**config.mk**
```make
export PLATFORM = sky130hd
export DESIGN_NAME = uart_tx_arbiter
export DESIGN_NICKNAME = d
export VERILOG_FILES = /design/src/rtl/uart_tx_arbiter_pkg.sv /design/src/rtl/uart_tx_arbiter_rr_pick.sv /design/src/rtl/uart_tx_arbiter.sv
export SDC_FILE = /design/constraint.sdc
export NUM_CORES = 1
export LEC_CHECK = 0
export ABC_CLOCK_PERIOD_IN_PS = 3700
export CAP_MARGIN = 15
export CORE_ASPECT_RATIO = 1.4
export CORE_MARGIN = 2
export CORE_UTILIZATION = 42
export DETAILED_ROUTE_END_ITERATION = 10
export PLACE_DENSITY = 0.74
export SYNTH_ARGS = -nofsm -noshare
export SYNTH_HDL_FRONTEND = slang
export SYNTH_SLANG_ARGS = --single-unit
```
**constraint.sdc**
```tcl
create_clock -name i_uart_clk -period 3.7 [get_ports i_uart_clk]
set_input_delay 0.74 -clock i_uart_clk [delete_from_list [all_inputs] [get_ports i_uart_clk]]
set_output_delay 0.74 -clock i_uart_clk [all_outputs]
set_load 0.02 [all_outputs]
```
**src/rtl/uart_tx_arbiter_pkg.sv**
```systemverilog
// Shared types and constants for the UART transmit arbiter.
// Holds the arbiter state encoding and the transmitter acknowledge window.
package uart_tx_arbiter_pkg;

    typedef enum logic [2:0] {
        ARB,
        ISSUE,
        WRITE,
        WAIT_ACK,
        WAIT_DONE
    } arb_state_t;

    // Cycles after the write strobe within which the transmitter must raise busy.
    localparam int unsigned ACK_WINDOW = 2;
    localparam int unsigned ACK_CNT_W  = 2;

    localparam logic [7:0] TX_DATA_RST = 8'hff;

endpackage

```
**src/rtl/uart_tx_arbiter_rr_pick.sv**
```systemverilog
// Combinational round-robin pick: first set bit of mask at or after ptr, wrapping.
module rr_pick #(
    parameter int unsigned N  = 4,
    parameter int unsigned IW = 2
) (
    input  logic [N-1:0]  mask,
    input  logic [IW-1:0] ptr,
    output logic [IW-1:0] idx,
    output logic          found
);

    logic [IW-1:0] cand;

    always_comb begin
        idx   = '0;
        found = 1'b0;
        cand  = '0;
        for (int unsigned i = 0; i < N; i++) begin
            cand = IW'((32'(ptr) + i) % N);
            if (!found && mask[cand]) begin
                idx   = cand;
                found = 1'b1;
            end
        end
    end

endmodule

```
**src/rtl/uart_tx_arbiter.sv**
```systemverilog
// Packet-locked round-robin arbiter feeding bytes from NREQ requesters to one UART transmitter.
// Each byte is strobed once and the transmitter must go busy and idle again before the next.
module uart_tx_arbiter
    import uart_tx_arbiter_pkg::*;
#(
    parameter int unsigned NREQ         = 4,
    parameter int unsigned HOLD_TIMEOUT = 16
) (
    input  logic                      i_uart_clk,
    input  logic                      i_rst_n,
    input  logic [NREQ-1:0]           i_req_valid,
    input  logic [8*NREQ-1:0]         i_req_data,
    input  logic [NREQ-1:0]           i_req_last,
    output logic [NREQ-1:0]           o_req_ready,
    output logic                      o_tx_write,
    output logic [7:0]                o_tx_data,
    input  logic                      i_tx_busy,
    output logic [$clog2(NREQ)-1:0]   o_grant_id,
    output logic                      o_active,
    output logic                      o_err
);

    localparam int unsigned IW = $clog2(NREQ);
    localparam int unsigned HW = $clog2(HOLD_TIMEOUT + 1);

    arb_state_t           state_q, state_d;
    logic [IW-1:0]        ptr_q, ptr_d;
    logic [IW-1:0]        grant_q, grant_d;
    logic                 active_q, active_d;
    logic                 write_q, write_d;
    logic [7:0]           data_q, data_d;
    logic                 last_q, last_d;
    logic                 err_q, err_d;
    logic [ACK_CNT_W-1:0] ack_cnt_q, ack_cnt_d;
    logic [HW-1:0]        hold_cnt_q, hold_cnt_d;

    logic [IW-1:0]        pick_idx;
    logic                 pick_found;
    logic                 sel_valid;
    logic                 sel_last;
    logic [7:0]           sel_data;
    logic                 accept;
    logic [IW-1:0]        next_ptr;

    rr_pick #(
        .N  (NREQ),
        .IW (IW)
    ) u_rr_pick (
        .mask  (i_req_valid),
        .ptr   (ptr_q),
        .idx   (pick_idx),
        .found (pick_found)
    );

    // Mux the granted requester's signals.
    always_comb begin
        sel_valid = 1'b0;
        sel_last  = 1'b0;
        sel_data  = '0;
        for (int unsigned k = 0; k < NREQ; k++) begin
            if (grant_q == IW'(k)) begin
                sel_valid = i_req_valid[k];
                sel_last  = i_req_last[k];
                sel_data  = i_req_data[8*k +: 8];
            end
        end
    end

    assign accept   = (state_q == ISSUE) && sel_valid && !i_tx_busy;
    assign next_ptr = (grant_q == IW'(NREQ - 1)) ? '0 : grant_q + IW'(1);

    // Ready follows busy directly so a byte is never taken while the transmitter is occupied.
    assign o_req_ready = ((state_q == ISSUE) && !i_tx_busy) ? (NREQ'(1) << grant_q) : '0;

    always_comb begin
        state_d    = state_q;
        ptr_d      = ptr_q;
        grant_d    = grant_q;
        active_d   = active_q;
        write_d    = 1'b0;
        data_d     = data_q;
        last_d     = last_q;
        err_d      = err_q;
        ack_cnt_d  = ack_cnt_q;
        hold_cnt_d = hold_cnt_q;

        case (state_q)
            ARB: begin
                active_d   = 1'b0;
                hold_cnt_d = '0;
                if (pick_found) begin
                    grant_d  = pick_idx;
                    active_d = 1'b1;
                    state_d  = ISSUE;
                end
            end
            ISSUE: begin
                if (accept) begin
                    data_d     = sel_data;
                    last_d     = sel_last;
                    write_d    = 1'b1;
                    hold_cnt_d = '0;
                    state_d    = WRITE;
                end else if (!sel_valid) begin
                    // Stalled owner: release the grant once the idle budget is spent.
                    if (hold_cnt_q == HW'(HOLD_TIMEOUT - 1)) begin
                        hold_cnt_d = '0;
                        active_d   = 1'b0;
                        ptr_d      = next_ptr;
                        state_d    = ARB;
                    end else begin
                        hold_cnt_d = hold_cnt_q + HW'(1);
                    end
                end
            end
            WRITE: begin
                ack_cnt_d = '0;
                state_d   = WAIT_ACK;
            end
            WAIT_ACK: begin
                if (i_tx_busy) begin
                    state_d = WAIT_DONE;
                end else if (ack_cnt_q == ACK_CNT_W'(ACK_WINDOW - 1)) begin
                    err_d   = 1'b1;
                    state_d = WAIT_DONE;
                end else begin
                    ack_cnt_d = ack_cnt_q + ACK_CNT_W'(1);
                end
            end
            WAIT_DONE: begin
                if (!i_tx_busy) begin
                    if (last_q) begin
                        active_d = 1'b0;
                        ptr_d    = next_ptr;
                        state_d  = ARB;
                    end else begin
                        state_d = ISSUE;
                    end
                end
            end
            default: state_d = ARB;
        endcase
    end

    always_ff @(posedge i_uart_clk or negedge i_rst_n) begin
        if (!i_rst_n) begin
            state_q    <= ARB;
            ptr_q      <= '0;
            grant_q    <= '0;
            active_q   <= 1'b0;
            write_q    <= 1'b0;
            data_q     <= TX_DATA_RST;
            last_q     <= 1'b0;
            err_q      <= 1'b0;
            ack_cnt_q  <= '0;
            hold_cnt_q <= '0;
        end else begin
            state_q    <= state_d;
            ptr_q      <= ptr_d;
            grant_q    <= grant_d;
            active_q   <= active_d;
            write_q    <= write_d;
            data_q     <= data_d;
            last_q     <= last_d;
            err_q      <= err_d;
            ack_cnt_q  <= ack_cnt_d;
            hold_cnt_q <= hold_cnt_d;
        end
    end

    assign o_tx_write = write_q;
    assign o_tx_data  = data_q;
    assign o_grant_id = grant_q;
    assign o_active   = active_q;
    assign o_err      = err_q;

endmodule

```
== After elaboration in Yosys (flattened, before gate mapping) ==
Index checks and enable logic that the tools add are counted.

* Register bits: 26
* Bits of input ports: 43
* Output and inout port bits: 17

* Add/subtract/negate cells: 6
* Mux-type cells: 61
* Equality and inequality tests: 20
* Shift operators: 1
* Magnitude comparators: 4
* Reduce and logical (&&, ||, !) cells: 24
* Bitwise logic cells: 1

{| class="wikitable"
|+ Operator list
! cell !! number
|-
| $mux W8 || 4
|-
| $mux W1 || 25
|-
| $mux W2 || 12
|-
| $mux W3 || 7
|-
| $mux W5 || 3
|-
| $pmux W3 S5 || 1
|-
| $ne A2 B2 Y1 const B || 7
|-
| $lt A2 B3 Y1 const B || 4
|-
| $reduce_and A6 Y1 || 2
|-
| $pmux W5 S2 || 1
|-
| $bmux W1 S2 || 4
|-
| $pmux W2 S2 || 2
|-
| $add A2 B1 Y2 const B || 3
|-
| $eq A3 B2 Y1 const B || 2
|-
| $logic_and A1 B1 Y1 || 6
|-
| $ne A3 B3 Y1 const B || 2
|-
| $reduce_and A2 Y1 || 3
|-
| $reduce_and A3 Y1 || 2
|-
| $reduce_bool A2 Y1 || 3
|-
| $add A5 B1 Y5 const B || 1
|-
| $eq A5 B4 Y1 const B || 1
|-
| $reduce_and A5 Y1 || 1
|-
| $add A2 B2 Y2 const B || 2
|-
| $eq A2 B1 Y1 const B || 2
|-
| other kinds (13) || 17
|}

== Longest topological paths before layout ==
Gate-level depths: netlist (run 1).

* Word-level depth: 14
* Mapped depth: 8

== By module ==
Synthesis (run 1) repeated with hierarchy kept, for this count alone.

* Cells, all modules: 211
* Area total of the unflattened synthesis: 1757.9 µm²

{| class="wikitable"
|+ By module, submodules not included
! module !! seq. area each (µm²) !! cells an instance !! times used !! area each (µm²)
|-
| uart_tx_arbiter || 660.6 || 196 || 1 || 1680.4
|-
| rr_pick || 0.0 || 15 || 1 || 77.6
|}

== Worst setup path after synthesis (run 1) ==
No wires, ideal clock.

* Path kind: in2out
* From: in i_tx_busy
* To: out o_req_ready[0]
* Data arrival time: 1.582 ns
* Setup slack: 1.378 ns
* Buffers on the path: 1
* Stages on the path: 3
* Data required time: 2.960 ns
* Cell sequence: buf_6 > nor4b_1 > and2_1

* Cells in the longest elaborated chain, start to end: 3

{| class="wikitable"
|+ Ends and longest elaborated chain
! what !! RTL line !! source
|-
| start: declaration || uart_tx_arbiter.sv:17 || <nowiki>input logic i_tx_busy,</nowiki>
|-
| $logic_not A1 Y1 || -- ||
|-
| $logic_and A1 B1 Y1 || uart_tx_arbiter.sv:73 || <nowiki>assign o_req_ready = ((state_q == ISSUE) && !i_tx_busy) ? (NREQ'(1) << grant_q) : '0;</nowiki>
|-
| $mux W4 || uart_tx_arbiter.sv:73 ||
|-
| end: declaration || uart_tx_arbiter.sv:14 || <nowiki>output logic [NREQ-1:0] o_req_ready,</nowiki>
|}

No other way between the ends.

== Worst setup path after layout (run 1) ==
Same ends and word-level chain as after synthesis.

==> summary.txt, run 1 <==
Clock network
  • Clock Path Buffers: 2
  • H-tree Lvls: 1
  • Post-CTS sizing: 0
  • Post-CTS Hold Buffers: 0
  • Root buf cell: clkbuf_8
  • CTS tree: yes
  • Worst-Skew Late Latency: 0.28 ns
  • TritonCTS Buffers: 3
  • Post-CTS Repair Setup Buffers: 0
  • Clock-pin slew on the worst setup and hold paths: 0.10 ns
  • CTS sink cnt: 26

Setup path
  • WP depth: 5
  • Max stage delay on crit path: 0.60 ns
  • Worst setup endpoint: o_req_ready[0]
  • Worst setup path class: in2out
  • Slowest CP cell: clkdlybuf4s50_1
  • CP Data Required Time: 2.96 ns
  • Worst EP arrival: 2.47 ns
  • Worst Setup End Kind: output pin
  • CP bufs+invs: 3
  • Most frequent CP cell: clkdlybuf4s50_1
  • RR Startpoint: o_grant_id[0]
  • CP Max Fanout: 5
  • Worst setup startpoint: i_tx_busy
  • Startpoint types: input pin
  • Largest delay share family, worst path: buffers and inverters
  • Critical R2R Capture: last_q
  • Cell Chain, Critical Path: clkdlybuf4s50_1 -> nor4b_1 -> buf_4 -> and2_1 -> clkdlybuf4s50_1
  • Register-to-Register Setup Slack: 0.97 ns
  • Worst reg-to-reg path cell count: 6

Floorplanning
  • Core area: 4170 µm²
  • Die area: 4820 µm²
  • Row count: 28
  • Die H: 81.3 µm
  • Ports: 60
  • Initial Utilization: 43.0%
  • Chip Width: 59.2 µm

Global routing
  • Largest net degree at the start of global routing: 27
  • Grt total ovfl: 0
  • First-pass GRT wire length: 7.62 mm
  • Initial antenna violation count: 0
  • Vias in the first global route: 1,640
  • Overall Global Routing Usage: 20.2%

Drt
  • First DRT Iteration DRCs: 76
  • Drt drc: 0
  • WL per Instance: 15.6 µm
  • Antenna-violating nets left: 0
  • Final WL: 4.64 mm
  • Vias per std cell: 5.81
  • DRT Pass-1 Iters: 4
  • Via count: 1,730

Synth
  • Top FF cell, synth: dfrtp_1
  • Gate Count Post-Synth: 199
  • #FFs+latches synth: 26
  • Cell Area, Synth: 1790 µm²
  • Net count after synthesis: 248
  • Distinct cell type count after synthesis: 43
  • Synth warn: 0
  • Post-synth EDFFs: 0
  • Post-synth ARST share: 100%
  • Top-area cell type share of the netlist area: 25.1%
  • Dominant cells by area after synthesis: dfrtp_1, dfstp_2, mux2_2, o21ai_0, a21oi_1
  • Syn Area/Cell: 9.01 µm²
  • Cell accounting for the most synthesized area: dfrtp_1
  • Register area share after synthesis: 36.8%

Cells and area
  • Most frequent cells in the layout: clkdlybuf4s50_1, o21ai_0, a21oi_1
  • Commonest non-fill, non-tap cell in the layout: clkdlybuf4s50_1
  • Synthesis-to-finish area growth: 37.4%
  • N_diodes: 0
  • Final net count: 303
  • Layout cells sized above 1: 13.0%
  • Post-Layout Cell Count: 298
  • Finished Core Util: 59.1%

Pwr
  • Pint: 0.00113 W
  • VDD IR max: 0.340 mV
  • NetSw: 0.000771 W
  • Clk pwr share: 12.7%
  • Gate power share: 58.9%
  • Sequential power share: 28.4%
  • Pwr dens: 772 nW/µm²
  • Leakage: 1.01 nW
  • Net Sw Frac: 40.5%

STA
  • Highest clock rate: 311 MHz
  • Period Utilization, post-route: 86.8%
  • RSZ-0062 raised after global routing: no
  • Slew HR: 45.7%
  • TNS Setup: 0 ns
  • Final setup slack of the worst path: 0.487 ns
  • Final Hold Viols: 0
  • Worst-margin pin slew: 0.815 ns
  • Crit path time final: 3.21 ns
  • Final setup viols: 0
  • Skew final: 0.00823 ns
  • Fin. max-slew vios: 0
  • Hold slack final: 0.490 ns

Run
  • Max Cap Viol: 0

Placed design
  • Pre-CTS setup slack: 0.450 ns
  • Inst Count DP: 294
  • IO buf count: 59
  • Gpl congestion: 0.824
  • Detailed Place HPWL: 3.39 mm

Status
  • Status: completed

Worst hold path
  • Worst Hold Class: reg2reg
## power groups by stage
stage	clock network [W]	registers (W)	logic, W
floorplan	0	0.000596	0.000724
global placement	0	0.000538	0.00110
detailed placement	0	0.000545	0.00113
CTS	0.000246	0.000540	0.00113
global route	0.000259	0.000559	0.00123
finish	0.000242	0.000541	0.00112
## kinds of logic after synthesis
group | count (synthesis) | share of synthesized area, %
compound gates | 71 | 25.3
fa+ha+maj | 6 | 4.19
buf+inv | 28 | 7.89
flops | 26 | 36.8
mux | 15 | 9.28
simple gates | 53 | 16.5
## flip-flops by register name, indices dropped and copies added, names as in the netlist
register	count
ack_cnt_q	2
o_err	1
last_q	1
o_active	1
ptr_q	2
hold_cnt_q	5
state_q	3
o_grant_id	2
o_tx_data	8
o_tx_write	1
## stage by stage
step	total power, W	instance area, µm²
floorplan	0.00132	1790
global placement	0.00164	2390
detailed placement	0.00167	2390
CTS	0.00191	2460
global route	0.00205	2460
finish	0.00190	2460
## layer usage
| layer | share of wire (%) | GRT usage, % |
|---|---|---|
| met1 | 44 | 24.0 |
| met2 | 50 | 35.8 |
| met3 | 4.8 | 3.18 |
| met4 | 1.4 | 7.50 |
| met5 | 0 | 0 |
## worst min-delay path by stage
stage / start / to / cells after the start
after floorplan: i_rst_n / ack_cnt_q[0] / 0
final: o_err / o_err / 1
after detailed placement: o_err / o_err / 1
after global routing: o_err / o_err / 1
after global placement: o_err / o_err / 1
after CTS: o_err / o_err / 1
## Yosys cell counts (all sizes together), types with 2 or more instances
| library cell | instances |
|---|---|
| nor2 | 8 |
| nand4b | 3 |
| clkbuf | 7 |
| o21a | 2 |
| nand3 | 3 |
| o21ai | 22 |
| nand4 | 2 |
| dfstp | 8 |
| mux2i | 2 |
| nand2 | 13 |
| a221oi | 2 |
| o31ai | 4 |
| nand2b | 2 |
| dfrtp | 18 |
| buf | 8 |
| a22o | 9 |
| or4 | 2 |
| mux2 | 13 |
| a211oi | 2 |
| and2 | 7 |
| ha | 6 |
| inv | 13 |
| nor3b | 2 |
| nor4 | 3 |
| a21oi | 21 |
| nor2b | 4 |
## layout make-up
| class | instances | area [µm²] |
|---|---|---|
| timing repair buffer | 65 | 636 |
| sequential | 26 | 661 |
| inverter | 13 | 48.8 |
| tap | 45 | 56.3 |
| clock buffer | 3 | 41.3 |
| clock inverter | 1 | 30.0 |
| fill | 386 | 1710 |
| multi-input combinational | 145 | 991 |
(Power assumes the default switching activity.)
==> inputs of run 2 (changes only) <==
--- a/config.mk
+++ b/config.mk
@@ -11,7 +11,9 @@
 export CORE_MARGIN = 2
 export CORE_UTILIZATION = 42
 export DETAILED_ROUTE_END_ITERATION = 10
+export GPL_TIMING_DRIVEN = 1
 export PLACE_DENSITY = 0.74
+export SETUP_SLACK_MARGIN = 0.05
 export SYNTH_ARGS = -nofsm -noshare
 export SYNTH_HDL_FRONTEND = slang
 export SYNTH_SLANG_ARGS = --single-unit
==> results of run 2 <==
The final DEF is identical to that of run 1; final timing and power are the same.
